==> src/rtl/serial_adder_if.sv <==
// Request/response handshake bundle for the bit-serial adder/subtractor.
// master drives requests and consumes results; slave is the adder.
interface serial_adder_if #(
  parameter int unsigned WIDTH = 8
);
  logic             start_valid;
  logic             start_ready;
  logic [WIDTH-1:0] a;
  logic [WIDTH-1:0] b;
  logic             sub;
  logic             done_valid;
  logic             done_ready;
  logic [WIDTH-1:0] sum;
  logic             cout;
  logic             ovf;

  modport master (
    output start_valid, a, b, sub, done_ready,
    input  start_ready, done_valid, sum, cout, ovf
  );

  modport slave (
    input  start_valid, a, b, sub, done_ready,
    output start_ready, done_valid, sum, cout, ovf
  );
endinterface

==> src/rtl/serial_adder.sv <==
// Bit-serial adder/subtractor: one full-adder cell plus a registered carry,
// processing one operand bit per clock, LSB first.
module serial_adder #(
  parameter int unsigned WIDTH = 8
) (
  input logic           clk,
  input logic           rst_n,
  serial_adder_if.slave bus
);

  localparam int unsigned CntW = (WIDTH > 2) ? $clog2(WIDTH) : 1;
  localparam logic [CntW-1:0] LastBit = CntW'(WIDTH - 1);

  typedef enum logic [1:0] {StIdle, StRun, StDone} state_e;

  state_e state_q, state_d;

  logic [WIDTH-1:0] a_sh_q, b_sh_q, sum_q;
  logic [CntW-1:0]  cnt_q;
  logic             carry_q, cout_q, ovf_q;
  logic             accept, fa_s, fa_c;

  // State register
  always_ff @(posedge clk or negedge rst_n) begin
    if (!rst_n) begin
      state_q <= StIdle;
    end else begin
      state_q <= state_d;
    end
  end

  // Next-state logic
  always_comb begin
    state_d = state_q;
    unique case (state_q)
      StIdle: if (bus.start_valid) state_d = StRun;
      StRun:  if (cnt_q == LastBit) state_d = StDone;
      StDone: if (bus.done_ready) state_d = StIdle;
      default: state_d = StIdle;
    endcase
  end

  // Output logic
  always_comb begin
    bus.start_ready = (state_q == StIdle);
    bus.done_valid  = (state_q == StDone);
  end

  assign accept = bus.start_valid && (state_q == StIdle);

  // The single full-adder cell
  always_comb begin
    fa_s = a_sh_q[0] ^ b_sh_q[0] ^ carry_q;
    fa_c = (a_sh_q[0] & b_sh_q[0]) | (carry_q & (a_sh_q[0] ^ b_sh_q[0]));
  end

  // Subtraction is A + ~B + 1: invert B on load and seed the carry with sub.
  always_ff @(posedge clk or negedge rst_n) begin
    if (!rst_n) begin
      a_sh_q  <= '0;
      b_sh_q  <= '0;
      sum_q   <= '0;
      cnt_q   <= '0;
      carry_q <= 1'b0;
      cout_q  <= 1'b0;
      ovf_q   <= 1'b0;
    end else if (accept) begin
      a_sh_q  <= bus.a;
      b_sh_q  <= bus.b ^ {WIDTH{bus.sub}};
      carry_q <= bus.sub;
      cnt_q   <= '0;
    end else if (state_q == StRun) begin
      a_sh_q  <= {1'b0, a_sh_q[WIDTH-1:1]};
      b_sh_q  <= {1'b0, b_sh_q[WIDTH-1:1]};
      sum_q   <= {fa_s, sum_q[WIDTH-1:1]};
      carry_q <= fa_c;
      cnt_q   <= cnt_q + 1'b1;
      if (cnt_q == LastBit) begin
        cout_q <= fa_c;
        ovf_q  <= carry_q ^ fa_c;
      end
    end
  end

  assign bus.sum  = sum_q;
  assign bus.cout = cout_q;
  assign bus.ovf  = ovf_q;

endmodule

==> src/flat_wrapper.sv <==
// flat-port wrapper written by rule: the top's interface ports become plain ports
module serial_adder_flat 
#(
  parameter int unsigned WIDTH = 8
)
  (clk, rst_n, bus_start_valid, bus_a, bus_b, bus_sub, bus_done_ready, bus_start_ready, bus_done_valid, bus_sum, bus_cout, bus_ovf);
  serial_adder_if #(.WIDTH(WIDTH)) bus_i ();
  input logic clk;
  input logic rst_n;
  input wire logic [$bits(bus_i.start_valid)-1:0] bus_start_valid;
  input wire logic [$bits(bus_i.a)-1:0] bus_a;
  input wire logic [$bits(bus_i.b)-1:0] bus_b;
  input wire logic [$bits(bus_i.sub)-1:0] bus_sub;
  input wire logic [$bits(bus_i.done_ready)-1:0] bus_done_ready;
  output wire logic [$bits(bus_i.start_ready)-1:0] bus_start_ready;
  output wire logic [$bits(bus_i.done_valid)-1:0] bus_done_valid;
  output wire logic [$bits(bus_i.sum)-1:0] bus_sum;
  output wire logic [$bits(bus_i.cout)-1:0] bus_cout;
  output wire logic [$bits(bus_i.ovf)-1:0] bus_ovf;
  assign bus_i.start_valid = bus_start_valid;
  assign bus_i.a = bus_a;
  assign bus_i.b = bus_b;
  assign bus_i.sub = bus_sub;
  assign bus_i.done_ready = bus_done_ready;
  assign bus_start_ready = bus_i.start_ready;
  assign bus_done_valid = bus_i.done_valid;
  assign bus_sum = bus_i.sum;
  assign bus_cout = bus_i.cout;
  assign bus_ovf = bus_i.ovf;
  serial_adder #(.WIDTH(WIDTH)) u_core (.clk(clk), .rst_n(rst_n), .bus(bus_i));
endmodule
==> config.mk <==
export PLATFORM = sky130hd
export DESIGN_NAME = serial_adder_flat
export DESIGN_NICKNAME = d
export VERILOG_FILES = /design/src/rtl/serial_adder_if.sv /design/src/rtl/serial_adder.sv /design/src/flat_wrapper.sv
export SDC_FILE = /design/constraint.sdc
export NUM_CORES = 1
export LEC_CHECK = 0
export CAP_MARGIN = 20
export CORE_MARGIN = 1
export CORE_UTILIZATION = 28
export CTS_BUF_LIST = sky130_fd_sc_hd__clkbuf_16
export DETAILED_ROUTE_END_ITERATION = 7
export GPL_TIMING_DRIVEN = 0
export PLACE_DENSITY = 0.53
export SYNTH_ARGS = -nofsm -noshare
export SYNTH_HDL_FRONTEND = slang
export SYNTH_SLANG_ARGS = --single-unit
==> constraint.sdc <==
create_clock -name clk -period 2.4 [get_ports clk]
set_input_delay 0.36 -clock clk [delete_from_list [all_inputs] [get_ports clk]]
set_output_delay 0.36 -clock clk [all_outputs]
set_load 0.02 [all_outputs]
# Word-level counts from Yosys, hierarchy flattened

Index checks and enable logic that the tools add are counted.

Bits of input ports: 21
Output and inout port bits: 12
Register bits after elaboration: 32

Add/subtract/negate cells: 1
Reduce and logical (&&, ||, !) cells: 6
Equal/unequal tests: 6
Bitwise operators: 8
Multiplexer cells: 12

Operators by type and width:

| operator                                                               | count |
|---|---|
| 8-bit 2-to-1 mux                                                       | 4 |
| 8-bit bitwise XOR                                                      | 1 |
| 2-bit 2-to-1 mux                                                       | 3 |
| 3-bit 2-to-1 mux                                                       | 2 |
| 2-bit inequality test (second input constant)                          | 3 |
| 2-bit case mux with 3 select lines                                     | 1 |
| 3-bit AND reduction                                                    | 2 |
| 3-bit by 1-bit adder with 3-bit output (second input constant)         | 1 |
| 3-bit equality test (second input constant)                            | 1 |
| 1-bit bitwise XOR                                                      | 3 |
| 1-bit bitwise AND                                                      | 2 |
| 2-bit by 1-bit equality test with 1-bit output (second input constant) | 1 |
| 2-bit equality test (second input constant)                            | 1 |
| 2-bit zero test                                                        | 1 |
| 1-bit 2-to-1 mux                                                       | 2 |
| 2-bit AND reduction                                                    | 1 |
| 2-bit nonzero test                                                     | 1 |
| 1-bit logical AND                                                      | 1 |
| 1-bit NOT                                                              | 1 |
| 1-bit OR                                                               | 1 |

# Longest topological paths before layout

Depth in word-level cells: 5
Depth in mapped cells: 5
Depth with buffers taken out: 4

# Least setup slack after synthesis

OpenSTA, ideal clock, no wires.

Path kind: register to register
Start: reg u_core.carry_q
End: reg u_core.ovf_q (netlist: u_core.bus.ovf)
Buffers on the path: 0
Stages on the path, launching flop included: 4
Setup slack: 1,003 ps
Arrival time: 1,272 ps
Data required time: 2,275 ps
Clock period less this slack: 1,397 ps
Cells stage by stage: dfrtp_1 > fa_1 > xor2_1 > mux2_2

Cells in the longest elaborated chain, start to end: 3

RTL lines:

| element                | RTL line           | RTL |
|---|---|---|
| start, declared        | serial_adder.sv:20 | `logic carry_q, cout_q, ovf_q;` |
| start signal, assigned | serial_adder.sv:70 | `carry_q <= bus.sub;` |
| 1-bit bitwise AND      | serial_adder.sv:54 | `fa_c = (a_sh_q[0] & b_sh_q[0]) \| (carry_q & (a_sh_q[0] ^ b_sh_q[0]));` |
| 1-bit OR               | serial_adder.sv:54 |  |
| via u_core.fa_c        | serial_adder.sv:21 | `logic accept, fa_s, fa_c;` |
| 1-bit bitwise XOR      | serial_adder.sv:80 | `ovf_q <= carry_q ^ fa_c;` |
| end signal, assigned   | serial_adder.sv:80 |  |
| end, declared          | serial_adder.sv:20 |  |

The timed path passes the listed nets, and every way through them passes these cells.
A chain may end at the register's enable or synchronous reset.

# Worst setup path in the final report

Start: reg u_core.state_q[0]
End: out bus_done_valid

Cells in the longest elaborated chain, start to end: 1

RTL lines:

| element                | RTL line           | RTL |
|---|---|---|
| start, declared        | serial_adder.sv:16 | `state_e state_q, state_d;` |
| start signal, assigned | serial_adder.sv:26 | `state_q <= StIdle;` |
| start signal, assigned | serial_adder.sv:28 | `state_q <= state_d;` |
| 2-bit equality test    | serial_adder.sv:46 | `bus.done_valid = (state_q == StDone);` |
| end, declared          | flat_wrapper.sv:16 | `output wire logic [$bits(bus_i.done_valid)-1:0] bus_done_valid;` |

Every way passes these cells.

==> results.sh <==
export IMPL_insertion_delay_ns=0.27
export IMPL_dp_hpwl_um=2370
export IMPL_htree_levels=2
export IMPL_grt_pass1_vias=1256
export IMPL_cts_setup_buffers=0
export IMPL_portBuffers=31
export IMPL_seq_power_share=0.351
export IMPL_dr_pass1_iters=5
export IMPL_yosysUniqueCellTypes=26
export IMPL_startpoint_type="register"
export IMPL_clock_power_share=0.259
export IMPL_cts_repair_resized=0
export IMPL_switching_share=0.352
export IMPL_synth_top_family_by_area="simple AND/OR/NAND/NOR gates"
export IMPL_yosysWarnings=0
export IMPL_reg2regPathDepth=3
export IMPL_fmax_mhz=522
export IMPL_nets=213
export IMPL_synth_simple_area_share=0.207
export IMPL_max_cap_viol_count=0
export IMPL_synth_area_um2=1470
export IMPL_drtAntennaViolNets=0
export IMPL_p_int_mw=1.76
export IMPL_synth_area_leader_cell="dfrtp_1"
export IMPL_p_sw_mw=0.957
export IMPL_final_setup_tns_ns=0
export IMPL_start_util=0.301
export IMPL_drive_above_1_share=0.105
export IMPL_worstPathArrival_ns=1.56
export IMPL_numCtsBuffers=5
export IMPL_layout_common_cells="nand2_1, dfrtp_1, clkdlybuf4s50_1, nor2_1, a31oi_1"
export IMPL_synth_area_top_cells="dfrtp_1, nand2_1, xnor2_1"
export IMPL_cts_buffer_depth=2
export IMPL_core_area_um2=4880
export IMPL_r2r_end="u_core.bus.ovf$_DFFE_PN0P_"
export IMPL_place_ws_ns=0.564
export IMPL_dieArea_um2=5540
export IMPL_syn_nets=174
export IMPL_slew_violations=0
export IMPL_areaGrowthSynthToFinish_pct=39.9
export IMPL_cts_tree="done"
export IMPL_clkSinkCount=32
export IMPL_syn_mean_instance_area_um2=9.78
export IMPL_routed_wl_um=3230
export IMPL_yosysSeqAreaShare=0.546
export IMPL_ff2ff_setup_slack_ns=0.93
export IMPL_critPathMaxFanout=7
export IMPL_die_x_um=74.4
export IMPL_hold_ws_ns=0.476
export IMPL_r2r_start="u_core.carry_q$_DFFE_PN0P_"
export IMPL_finalPower_mw=2.72
export IMPL_critical_path_endpoint="bus_done_valid"
export IMPL_finalInstanceArea_um2=2050
export IMPL_outcome="completed"
export IMPL_muxShareOfSynthArea=0.0153
export IMPL_worstPathRequired_ns=2.04
export IMPL_final_common_cell="nand2_1"
export IMPL_wire_per_inst_um=12.6
export IMPL_cellLeakagePower_nw=0.948
export IMPL_grt_max_degree=21
export IMPL_ir_worst_vdd_uv=472
export IMPL_grt_ovfl_total=0
export IMPL_core_rowCount=25
export IMPL_clk_pin_slew_worst_paths_ns=0.05
export IMPL_report_final_hold_viol_count=0
export IMPL_crit_path_start="u_core.state_q[0]$_DFFE_PN0P_"
export IMPL_grtUsageTotal=0.133
export IMPL_n_antenna_cell=0
export IMPL_ios=33
export IMPL_initialDrtViolationCount=49
export IMPL_end_kind="output port"
export IMPL_antenna_found_initial=0
export IMPL_slew_headroom=0.486
export IMPL_die_h_um=74.4
export IMPL_vias=1197
export IMPL_p_comb_frac=0.390
export IMPL_hp_class="reg -> reg"
export IMPL_ys_ff_latch=32
export IMPL_grt_pass1_wl_um=5560
export IMPL_hold_buffers=0
export IMPL_drc=0
export IMPL_synthCells=150
export IMPL_finalWorstSetupSlack_ns=0.484
export IMPL_rsz0062_at_grt="no"
export IMPL_powerDensity_nw_per_um2=1320
export IMPL_worstMarginPinSlew_ns=0.769
export IMPL_period_share=0.798
export IMPL_placement_cell_area_um2=1890
export IMPL_gp_congestion=0.712
export IMPL_viasPerCell=4.66
export IMPL_synthXorXnorAreaFrac=0.0537
export IMPL_synth_top_area_frac=0.546
export IMPL_skew_ns=0.00434
export IMPL_period_needed_ns=1.92
export IMPL_root_buffer="clkbuf_16"
export IMPL_setup_violations=0
export IMPL_critPathKind="reg -> out"
export IMPL_synth_compound_area_frac=0.101
export IMPL_synthAdderAreaFrac=0.0307
[routing by layer]
| metal | track usage | share of wire |
|---|---|---|
| met5 | 0 | 0 |
| met4 | 0.0524 | 0.012 |
| met3 | 0.0325 | 0.050 |
| met2 | 0.216 | 0.46 |
| met1 | 0.171 | 0.48 |
[cell families (layout without fill, tap and decap cells)]
logic type      Yosys count  count (layout)
xor+xnor                  9               9
buf+inv                  10              50
mux                       2               2
simple gates             74              74
fa+ha+maj                 3               3
flops                    32              32
compound gates           20              20
[power by group through the flow]
stage               combinational (mW)  sequential [mW]  clock, mW
floorplan                        0.616             1.01          0
global placement                  1.03            0.945          0
detailed placement                1.07            0.961          0
CTS                               1.07            0.955      0.718
global route                      1.19            0.990      0.743
finish                            1.06            0.953      0.703
[per-stage QoR]
| step | util | std cells |
|---|---|---|
| global route | 0.421 | 257 |
| finish | 0.421 | 257 |
| global placement | 0.382 | 248 |
| floorplan | - | 150 |
| detailed placement | 0.387 | 249 |
| CTS | 0.421 | 257 |
[flip-flops by register name, summed over array words and instances, names as in the netlist]
signal           count
u_core.bus.cout      1
u_core.carry_q       1
u_core.bus.ovf       1
u_core.state_q       2
u_core.bus.sum       8
u_core.b_sh_q        8
u_core.cnt_q         3
u_core.a_sh_q        8
[layout make-up]
cell class / instances / area (um2)
fillers: 506 / 2830
flip-flops and latches: 32 / 801
multi-input cells: 108 / 598
repair buffers: 32 / 338
clock buffers: 5 / 125
well taps: 67 / 83.8
plain buffers: 9 / 65.1
clock inverters: 3 / 38.8
inverters: 1 / 3.75
[worst min path at each step]
| stage | startpoint | cells after the start | endpoint | slack (ns) |
|---|---|---|---|---|
| after global routing | u_core.bus.sum[0]$_DFFE_PN0P_ | 2 | u_core.bus.sum[0]$_DFFE_PN0P_ | 0.51 |
| final | u_core.bus.sum[0]$_DFFE_PN0P_ | 2 | u_core.bus.sum[0]$_DFFE_PN0P_ | 0.48 |
| after detailed placement | u_core.bus.sum[0]$_DFFE_PN0P_ | 2 | u_core.bus.sum[0]$_DFFE_PN0P_ | 0.47 |
| after floorplan | rst_n | 0 | u_core.a_sh_q[0]$_DFFE_PN0P_ | 0.06 |
| after CTS | u_core.bus.sum[0]$_DFFE_PN0P_ | 2 | u_core.bus.sum[0]$_DFFE_PN0P_ | 0.48 |
| after global placement | u_core.bus.sum[0]$_DFFE_PN0P_ | 2 | u_core.bus.sum[0]$_DFFE_PN0P_ | 0.46 |
[worst max-delay path: stages (launching register included)]
cell and delay [ns]:
dfrtp_1 0.44, nand2b_1 0.19, inv_1 0.06, clkdlybuf4s50_1 0.59
[cells in the mapped netlist]
cell type / number
o21ai_2: 1
o21ai_0: 3
buf_6: 3
nor2_1: 13
nand2_1: 52
a31oi_1: 7
buf_2: 3
xor2_1: 3
clkbuf_1: 1
a22oi_1: 3
o21bai_1: 1
nand3_1: 3
fa_1: 1
nand2b_1: 2
clkbuf_2: 1
ha_1: 2
dfrtp_1: 32
a221o_1: 5
nor2b_1: 1
or3b_1: 1
mux2_2: 2
inv_1: 1
nand3_2: 1
buf_4: 1
nor3b_1: 1
xnor2_1: 6
(Power assumes the default switching activity.)
